--- config.mk ---
export PLATFORM = sky130hd
export DESIGN_NAME = snf_rr_entry_sel
export DESIGN_NICKNAME = d
export VERILOG_FILES = /design/src/rtl/snf_rr_entry_sel.sv
export SDC_FILE = /design/constraint.sdc
export NUM_CORES = 1
export LEC_CHECK = 0
export CORE_MARGIN = 2
export CORE_UTILIZATION = 53
export DETAILED_ROUTE_END_ITERATION = 8
export MAX_ROUTING_LAYER = met4
export PLACE_DENSITY = 0.81
export SLEW_MARGIN = 15
export SYNTH_ARGS = -nofsm -noshare
export SYNTH_HDL_FRONTEND = slang
export SYNTH_SLANG_ARGS = --single-unit
--- constraint.sdc ---
create_clock -name clk -period 3.6 [get_ports clk]
set_input_delay 1.08 -clock clk [delete_from_list [all_inputs] [get_ports clk]]
set_output_delay 1.08 -clock clk [all_outputs]
set_load 0.005 [all_outputs]
--- src/rtl/snf_rr_entry_sel.sv ---
// Two-class (high/low) round-robin entry selector for the SNF request queue.
// Optional starvation guard: define SNF_RR_STARVE_EN to force a low-class grant after STARVE_TH.
module snf_rr_entry_sel #(
  parameter int unsigned ENTRIES_NUM = 16,
  parameter int unsigned ENTRY_IDX_W = 4,
  parameter int unsigned STARVE_TH   = 8
) (
  input  logic                   clk,
  input  logic                   rst_n,
  input  logic [ENTRIES_NUM-1:0] req_entry_vec,
  input  logic [ENTRIES_NUM-1:0] req_entry_hi_vec,
  input  logic                   upd_start_entry,
  output logic [ENTRIES_NUM-1:0] req_entry_ptr_sel,
  output logic [ENTRY_IDX_W-1:0] req_entry_ptr_idx,
  output logic                   sel_valid,
  output logic                   sel_hi
);

  if ((ENTRIES_NUM < 2) || (ENTRIES_NUM > (1 << ENTRY_IDX_W)) ||
      (STARVE_TH < 1) || (STARVE_TH > 255)) begin : g_param_err
    $error("snf_rr_entry_sel: illegal parameter combination");
  end

  localparam logic [ENTRY_IDX_W:0] PtrWrap = ENTRIES_NUM[ENTRY_IDX_W:0];
  localparam logic [ENTRY_IDX_W:0] PtrOne  = {{ENTRY_IDX_W{1'b0}}, 1'b1};

  logic [ENTRIES_NUM-1:0] req_q, req_d;
  logic [ENTRIES_NUM-1:0] hi_q, hi_d;
  logic [ENTRY_IDX_W-1:0] ptr_hi, ptr_hi_d;
  logic [ENTRY_IDX_W-1:0] ptr_lo, ptr_lo_d;

  logic [ENTRIES_NUM-1:0] vh, vl;
  logic                   hi_any, lo_any;
  logic [ENTRY_IDX_W-1:0] hi_pick, lo_pick;
  logic                   grant_hi, grant_lo;
  logic                   starve_ovr;

  function automatic logic [ENTRY_IDX_W-1:0] first_idx(input logic [ENTRIES_NUM-1:0] v);
    logic [ENTRY_IDX_W-1:0] idx;
    idx = '0;
    for (int i = int'(ENTRIES_NUM) - 1; i >= 0; i--) begin
      if (v[i]) idx = ENTRY_IDX_W'(i);
    end
    return idx;
  endfunction

  function automatic logic [ENTRIES_NUM-1:0] ge_mask(input logic [ENTRY_IDX_W-1:0] ptr);
    logic [ENTRIES_NUM-1:0] m;
    for (int unsigned i = 0; i < ENTRIES_NUM; i++) begin
      m[i] = (ENTRY_IDX_W'(i) >= ptr);
    end
    return m;
  endfunction

  // Lowest requester at or above ptr, otherwise wrap to the lowest requester overall.
  function automatic logic [ENTRY_IDX_W-1:0] rr_pick(input logic [ENTRIES_NUM-1:0] v,
                                                     input logic [ENTRY_IDX_W-1:0] ptr);
    logic [ENTRIES_NUM-1:0] upper;
    upper = v & ge_mask(ptr);
    return (|upper) ? first_idx(upper) : first_idx(v);
  endfunction

  // Explicit compare against ENTRIES_NUM so non-power-of-2 queues wrap correctly.
  function automatic logic [ENTRY_IDX_W-1:0] ptr_after(input logic [ENTRY_IDX_W-1:0] idx);
    logic [ENTRY_IDX_W:0] inc;
    inc = {1'b0, idx} + PtrOne;
    return (inc == PtrWrap) ? '0 : inc[ENTRY_IDX_W-1:0];
  endfunction

  always_comb begin
    vh      = req_q & hi_q;
    vl      = req_q & ~hi_q;
    hi_any  = |vh;
    lo_any  = |vl;
    hi_pick = rr_pick(vh, ptr_hi);
    lo_pick = rr_pick(vl, ptr_lo);
  end

  always_comb begin
    grant_hi = hi_any & (~lo_any | ~starve_ovr);
    grant_lo = lo_any & ~grant_hi;
    sel_valid = hi_any | lo_any;
    sel_hi    = grant_hi;
    req_entry_ptr_idx = '0;
    if (grant_hi) begin
      req_entry_ptr_idx = hi_pick;
    end else if (grant_lo) begin
      req_entry_ptr_idx = lo_pick;
    end
  end

  // One-hot is decoded from the index so the two outputs can never disagree.
  always_comb begin
    req_entry_ptr_sel = '0;
    for (int unsigned i = 0; i < ENTRIES_NUM; i++) begin
      req_entry_ptr_sel[i] = sel_valid && (req_entry_ptr_idx == ENTRY_IDX_W'(i));
    end
  end

  always_comb begin
    req_d    = req_q;
    hi_d     = hi_q;
    ptr_hi_d = ptr_hi;
    ptr_lo_d = ptr_lo;
    if (upd_start_entry) begin
      req_d = req_entry_vec;
      hi_d  = req_entry_vec & req_entry_hi_vec;
      if (grant_hi) ptr_hi_d = ptr_after(hi_pick);
      if (grant_lo) ptr_lo_d = ptr_after(lo_pick);
    end
  end

  always_ff @(posedge clk or negedge rst_n) begin
    if (!rst_n) begin
      req_q  <= '0;
      hi_q   <= '0;
      ptr_hi <= '0;
      ptr_lo <= '0;
    end else begin
      req_q  <= req_d;
      hi_q   <= hi_d;
      ptr_hi <= ptr_hi_d;
      ptr_lo <= ptr_lo_d;
    end
  end

`ifdef SNF_RR_STARVE_EN
  localparam logic [7:0] StarveTh = STARVE_TH[7:0];

  logic [7:0] starve_cnt, starve_cnt_d;

  assign starve_ovr = (starve_cnt >= StarveTh);

  // Counts high-class wins that bypassed pending low-class requests.
  always_comb begin
    starve_cnt_d = starve_cnt;
    if (upd_start_entry) begin
      if (grant_hi && lo_any) begin
        starve_cnt_d = (starve_cnt == 8'hff) ? starve_cnt : starve_cnt + 8'd1;
      end else begin
        starve_cnt_d = '0;
      end
    end
  end

  always_ff @(posedge clk or negedge rst_n) begin
    if (!rst_n) begin
      starve_cnt <= '0;
    end else begin
      starve_cnt <= starve_cnt_d;
    end
  end
`else
  assign starve_ovr = 1'b0;
`endif

endmodule

==> results.txt, run 1 <==
----------------------------------------------------
[Status]
  Status ... did not finish
  Last stage reached ... global routing
  Tool Error ... [ERROR DPL-0038] Utilization greater than 100%, impossible to legalize

[Synth]
  Top FF cell, synth ... sky130_fd_sc_hd__dfrtp_1
  Number of enable flip-flop cells after synthesis ... 0
  Mapped Cells ... 380
  Sequential fraction of the synthesis area ... 0.325
  Mean Syn Cell Area ... 8.11 µm²
  Async set-reset flop share out of synthesis ... 1.00
  Distinct cell type count of the synthesized netlist ... 69
  Netlist area before placement ... 3080 µm²
  Number of warning messages in the yosys log ... 0
  FF+latch count, synth ... 40
  Syn nets ... 417

[Clocking]
  H-tree levels ... 2
  Maximum buffer depth of the clock tree ... 2
  Sinks on the clock net ... 40
  Number of buffers inserted during clock tree synthesis ... 5
  Hold Buf Count CTS ... 0
  Clk Tree Root Cell ... sky130_fd_sc_hd__clkbuf_8

[Timing]
  Kind of endpoint with the least setup slack ... primary output
  Endpoint with the least setup slack after the last global-route repair ... req_entry_ptr_sel[8]

[Place]
  Final weighted congestion in routability-driven placement ... 1.08
  Count of input and output buffers ... 56
  Setup slack at placement ... -0.288 ns
  HPWL after detailed placement ... 8220 µm

[Floorplanning]
  Boundary Pins ... 57
  Starting density of the core ... 0.553
  Standard-cell rows ... 27
  Die width ... 80.2 µm
  Height of the die ... 80.2 µm

[GRT]
  Largest net degree at the start of global routing ... 49

----------------------------------------------------
-- cells by family after synthesis --
| kind of cell | after synthesis | share of synthesized area |
|---|---|---|
| AO/OA/AOI/OAI | 118 | 0.266 |
| XOR/XNOR | 4 | 0.0114 |
| adder cells (fa/ha/maj) | 2 | 0.00812 |
| buffers and inverters | 33 | 0.0455 |
| flip-flops | 40 | 0.325 |
| multiplexers | 18 | 0.0658 |
| AND/OR/NAND/NOR | 165 | 0.278 |
-- synth_stat cells (all sizes together) (7+ instances only) --
master | count | area, µm²
nand2b | 15 | 93.8
a21oi | 18 | 90.1
o211ai | 7 | 57.6
buf | 11 | 57.6
mux2 | 18 | 203
nor2b | 13 | 81.3
inv | 19 | 71.3
dfrtp | 40 | 1000
o21ai | 39 | 195
nand2 | 41 | 154
nor2 | 33 | 139
nand3 | 34 | 170
-- repair_timing --
item,4_1_cts
buffers inserted,65
gates resized for setup,166
setup endpoints to repair,21
pin swaps,51
hold endpoints to repair,0
-- metrics by stage --
step	setup TNS, ns	hold WS [ns]	utilization	area, µm²	instances
3_3_place_gp	-3.14	0.523	0.803	4480	604
4_1_cts	-2.47	0.571	0.966	5380	673
2_1_floorplan	0	0.505	-	3080	380
3_5_place_dp	-3.76	0.555	0.803	4480	604
==> run 2, diff against run 1 <==
--- a/config.mk
+++ b/config.mk
@@ -6,10 +6,9 @@
 export NUM_CORES = 1
 export LEC_CHECK = 0
 export CORE_MARGIN = 2
-export CORE_UTILIZATION = 53
+export CORE_UTILIZATION = 40
 export DETAILED_ROUTE_END_ITERATION = 8
-export MAX_ROUTING_LAYER = met4
-export PLACE_DENSITY = 0.81
+export PLACE_DENSITY_LB_ADDON = 0.15
 export SLEW_MARGIN = 15
 export SYNTH_ARGS = -nofsm -noshare
 export SYNTH_HDL_FRONTEND = slang
==> run 2 against run 1 <==
  * The flow now finishes, with violations (negative setup slack)
  * Synthesized cell count is the same
  * Synthesized area unchanged
==> results.txt, run 2 <==
----------------------------------------------------
[Status]
  Status ... complete, but fails checks
  Failing checks ... negative setup slack

[Clocking]
  Hold Buf Count CTS ... 0
  Sinks on the clock net ... 40
  Latest clock arrival within the worst-skew pair ... 0.31 ns
  Maximum buffer depth of the clock tree ... 2
  Clk Tree Root Cell ... sky130_fd_sc_hd__clkbuf_8
  TritonCTS clock tree ... built
  Clock transition at the register clock pins on the worst setup and hold paths after CTS ... 0.09 ns
  Number of buffers inserted during clock tree synthesis ... 5
  H-tree levels ... 2

[Timing]
  Max transition margin ... 0.373
  Hold Slack ... 0.554 ns
  Max-slew violation total from the final report ... 0
  Final setup violation count ... 17
  Worst Clk Skew ... 0.00993 ns
  Minimum clock period after layout ... 3.90 ns
  Worst path setup slack after routing ... -0.304 ns
  Setup repair after global routing missed its margin ... true
  Hold Violations, Final ... 0
  Worst Max-Slew Pin Slew ... 0.940 ns
  Max frequency ... 256 MHz
  Tcrit/Tclk final ... 1.08

[Synth]
  Syn nets ... 417
  Top FF cell, synth ... sky130_fd_sc_hd__dfrtp_1
  Dominant combinational cell family by area after synthesis ... simple AND/OR/NAND/NOR gates
  Mapped Cells ... 380
  Fraction of the mapped netlist area in compound gates ... 0.266
  Mean Syn Cell Area ... 8.11 µm²
  Distinct cell type count of the synthesized netlist ... 69
  Area share of the largest cell type after synthesis ... 0.325
  Number of warning messages in the yosys log ... 0
  Post-Synth Simple-Gate Area ... 0.278
  Synth area leaders ... sky130_fd_sc_hd__dfrtp_1 (32%), sky130_fd_sc_hd__mux2_2 (6.6%), sky130_fd_sc_hd__nand3_1 (5.5%)
  Synth Area in Adders ... 0.00812
  Top cell type by total area after synthesis ... sky130_fd_sc_hd__dfrtp_1
  Number of enable flip-flop cells after synthesis ... 0
  Commonest cells post-synth ... sky130_fd_sc_hd__nand2_1 (41), sky130_fd_sc_hd__dfrtp_1 (40), sky130_fd_sc_hd__nand3_1 (34)
  Portion of netlist area occupied by mux cells ... 0.0658
  Async set-reset flop share out of synthesis ... 1.00
  Share of the synthesized netlist area taken by xor and xnor gates ... 0.0114
  Most common cell in the synthesized netlist ... sky130_fd_sc_hd__nand2_1
  FF+latch count, synth ... 40
  Sequential fraction of the synthesis area ... 0.325
  Netlist area before placement ... 3080 µm²

[Routing]
  Routed met1 length ... 4910 µm
  Number of detailed-route iterations in the first pass ... 5
  Remaining number of nets flagged by the antenna check after routing ... 0
  Number of remaining DRC errors ... 0
  DR vias/cell ... 5.49
  Total length of routed met2 wires ... 5570 µm
  Wire length after detailed routing ... 11,500 µm
  Number of vias in the routed layout ... 3,797
  Post-DR wirelength/cell ... 16.6 µm
  Number of DRC markers in iteration 0 ... 252
  Highest routed layer ... met4
  Met3 Wirelength ... 699 µm

[GRT]
  Global route total overflow ... 0
  Global-route usage over all layers ... 0.263
  Number of antenna violations at the first check in global routing ... 0
  Wire length of the first global-routing pass ... 17,700 µm
  Vias in the first global route ... 3,624
  Largest net degree at the start of global routing ... 49

[Place]
  Count of input and output buffers ... 56
  HPWL after detailed placement ... 7850 µm
  Setup slack at placement ... -0.285 ns
  Cell Count Post-Placement ... 625
  Placed Area ... 4480 µm²
  Final weighted congestion in routability-driven placement ... 0.939

[Worst setup path]
  Path type of the worst setup path ... flip-flop to primary output
  Worst endpoint data arrival time ... 2.82 ns
  Startpoint class of the critical path ... flip-flop
  CP cell instances ... nand2b_1, nand4_1, or4b_4, nor2_4, o41ai_4, buf_4, o31ai_4, buf_4, nand2b_4, buf_6, nor2_1, buf_2
  Stage delay of the slowest cell on the critical path ... 0.58 ns
  Worst-path fanout max ... 4
  Crit-path slowest cell ... sky130_fd_sc_hd__or4b_4
  Critical path capture point type ... primary output
  Critical Path RT ... 2.52 ns
  Cell seen most often among critical-path stages ... sky130_fd_sc_hd__buf_4

[Power and ir drop]
  Power density over cell area ... 620 nW/µm²
  LEAKAGE ... 2.45 nW
  Peak supply drop ... 223 µV

[Floorplanning]
  Starting density of the core ... 0.418
  Boundary Pins ... 57
  Die width ... 91.8 µm
  Height of the die ... 91.8 µm
  Core Area ... 7370 µm²
  Floorplan die area ... 8420 µm²
  Standard-cell rows ... 31

[Finish]
  Non-filler instance count after layout ... 692
  Top library cells by usage in the layout, fill and taps aside ... sky130_fd_sc_hd__buf_4 (143), sky130_fd_sc_hd__nand2_1 (35), sky130_fd_sc_hd__clkdlybuf4s50_1 (33)
  Most common library cell in the layout ignoring fill and taps ... sky130_fd_sc_hd__buf_4
  Share of layout cells above drive strength 1 ... 0.511
  Final net count ... 629
  Filler cell count ... 568
  Area growth, synth to finish ... 75.9%
  Biggest regs ... hi_q: 16 flops, req_q: 16 flops
  Post-route cell area ... 5420 µm²
  Layout Utilization ... 0.735
  Antenna diode instance count ... 0

[Worst hold path]
  Type of the worst min-delay path ... flip-flop to flip-flop

[Run]
  Number of maximum-capacitance violations ... 0

----------------------------------------------------
-- run 2: cell counts after synthesis --
Identical to the previous run, type by type.
-- run 2: path summary, 6_finish.rpt --
path	slack, ns	start	to	cells after the start
setup / recovery	-0.30	req_q[7]	req_entry_ptr_sel[9]	12
hold / removal	0.55	req_q[10]	req_q[10]	1
setup reg to reg	0.66	req_q[6]	ptr_hi[1]	15
hold reg to reg	0.55	req_q[10]	req_q[10]	1
max in group asynchronous	2.04	rst_n	ptr_hi[1]	1
min in group asynchronous	0.90	rst_n	ptr_lo[0]	1
-- run 2: worst max-delay path: cells and delay by family (launching register included) --
kind	cells	cell delay, ns
DFF	1	0.44
AOI/OAI and AO/OA	2	0.36
and+or+nand+nor	6	1.16
buffers and inverters	4	0.57
-- run 2: power by group --
part	switching (mW)	total, mW	internal, mW
clock network	0.187	0.325	0.138
logic	1.07	2.40	1.33
registers	0.106	0.638	0.532
-- run 2: cell type report --
cell class,count,area [µm²],area share
Multi-Input combinational cell,307,2320,0.429
Timing Repair Buffer,219,1790,0.331
Clock inverter,3,21.3,0.00393
Sequential cell,40,1010,0.187
Inverter,19,71.3,0.0132
Clock buffer,5,68.8,0.0127
Tap cell,99,124,0.0229
-- run 2: what timing repair did --
action	in CTS	in global routing
pin swaps	40	33
buffers inserted	42	19
cloned	1	0
setup endpoints to repair	21	20
resized for setup	141	47
-- run 2: per-layer routing --
metal	track usage	vias to the layer above
li1	-	1820
met3	0.0468	29
met4	0.102	0
met5	0	-
met1	0.345	1794
met2	0.431	154
-- run 2: cells by family after synthesis --
| family | Yosys count |
|---|---|
| flops | 40 |
| mux | 18 |
| compound gates | 118 |
| buf+inv | 33 |
| simple gates | 165 |
| xor+xnor | 4 |
| fa+ha+maj | 2 |
-- run 2: metrics by stage --
step / TNS [ns] / power [mW]
after floorplan: 0 / 1.46
after detailed placement: -4.06 / 2.28
after CTS: -2.10 / 3.03
after global routing: -5.48 / 3.56
final: -3.39 / 3.36
after global placement: -3.59 / 2.26
Power figures use the tool's default switching activity.
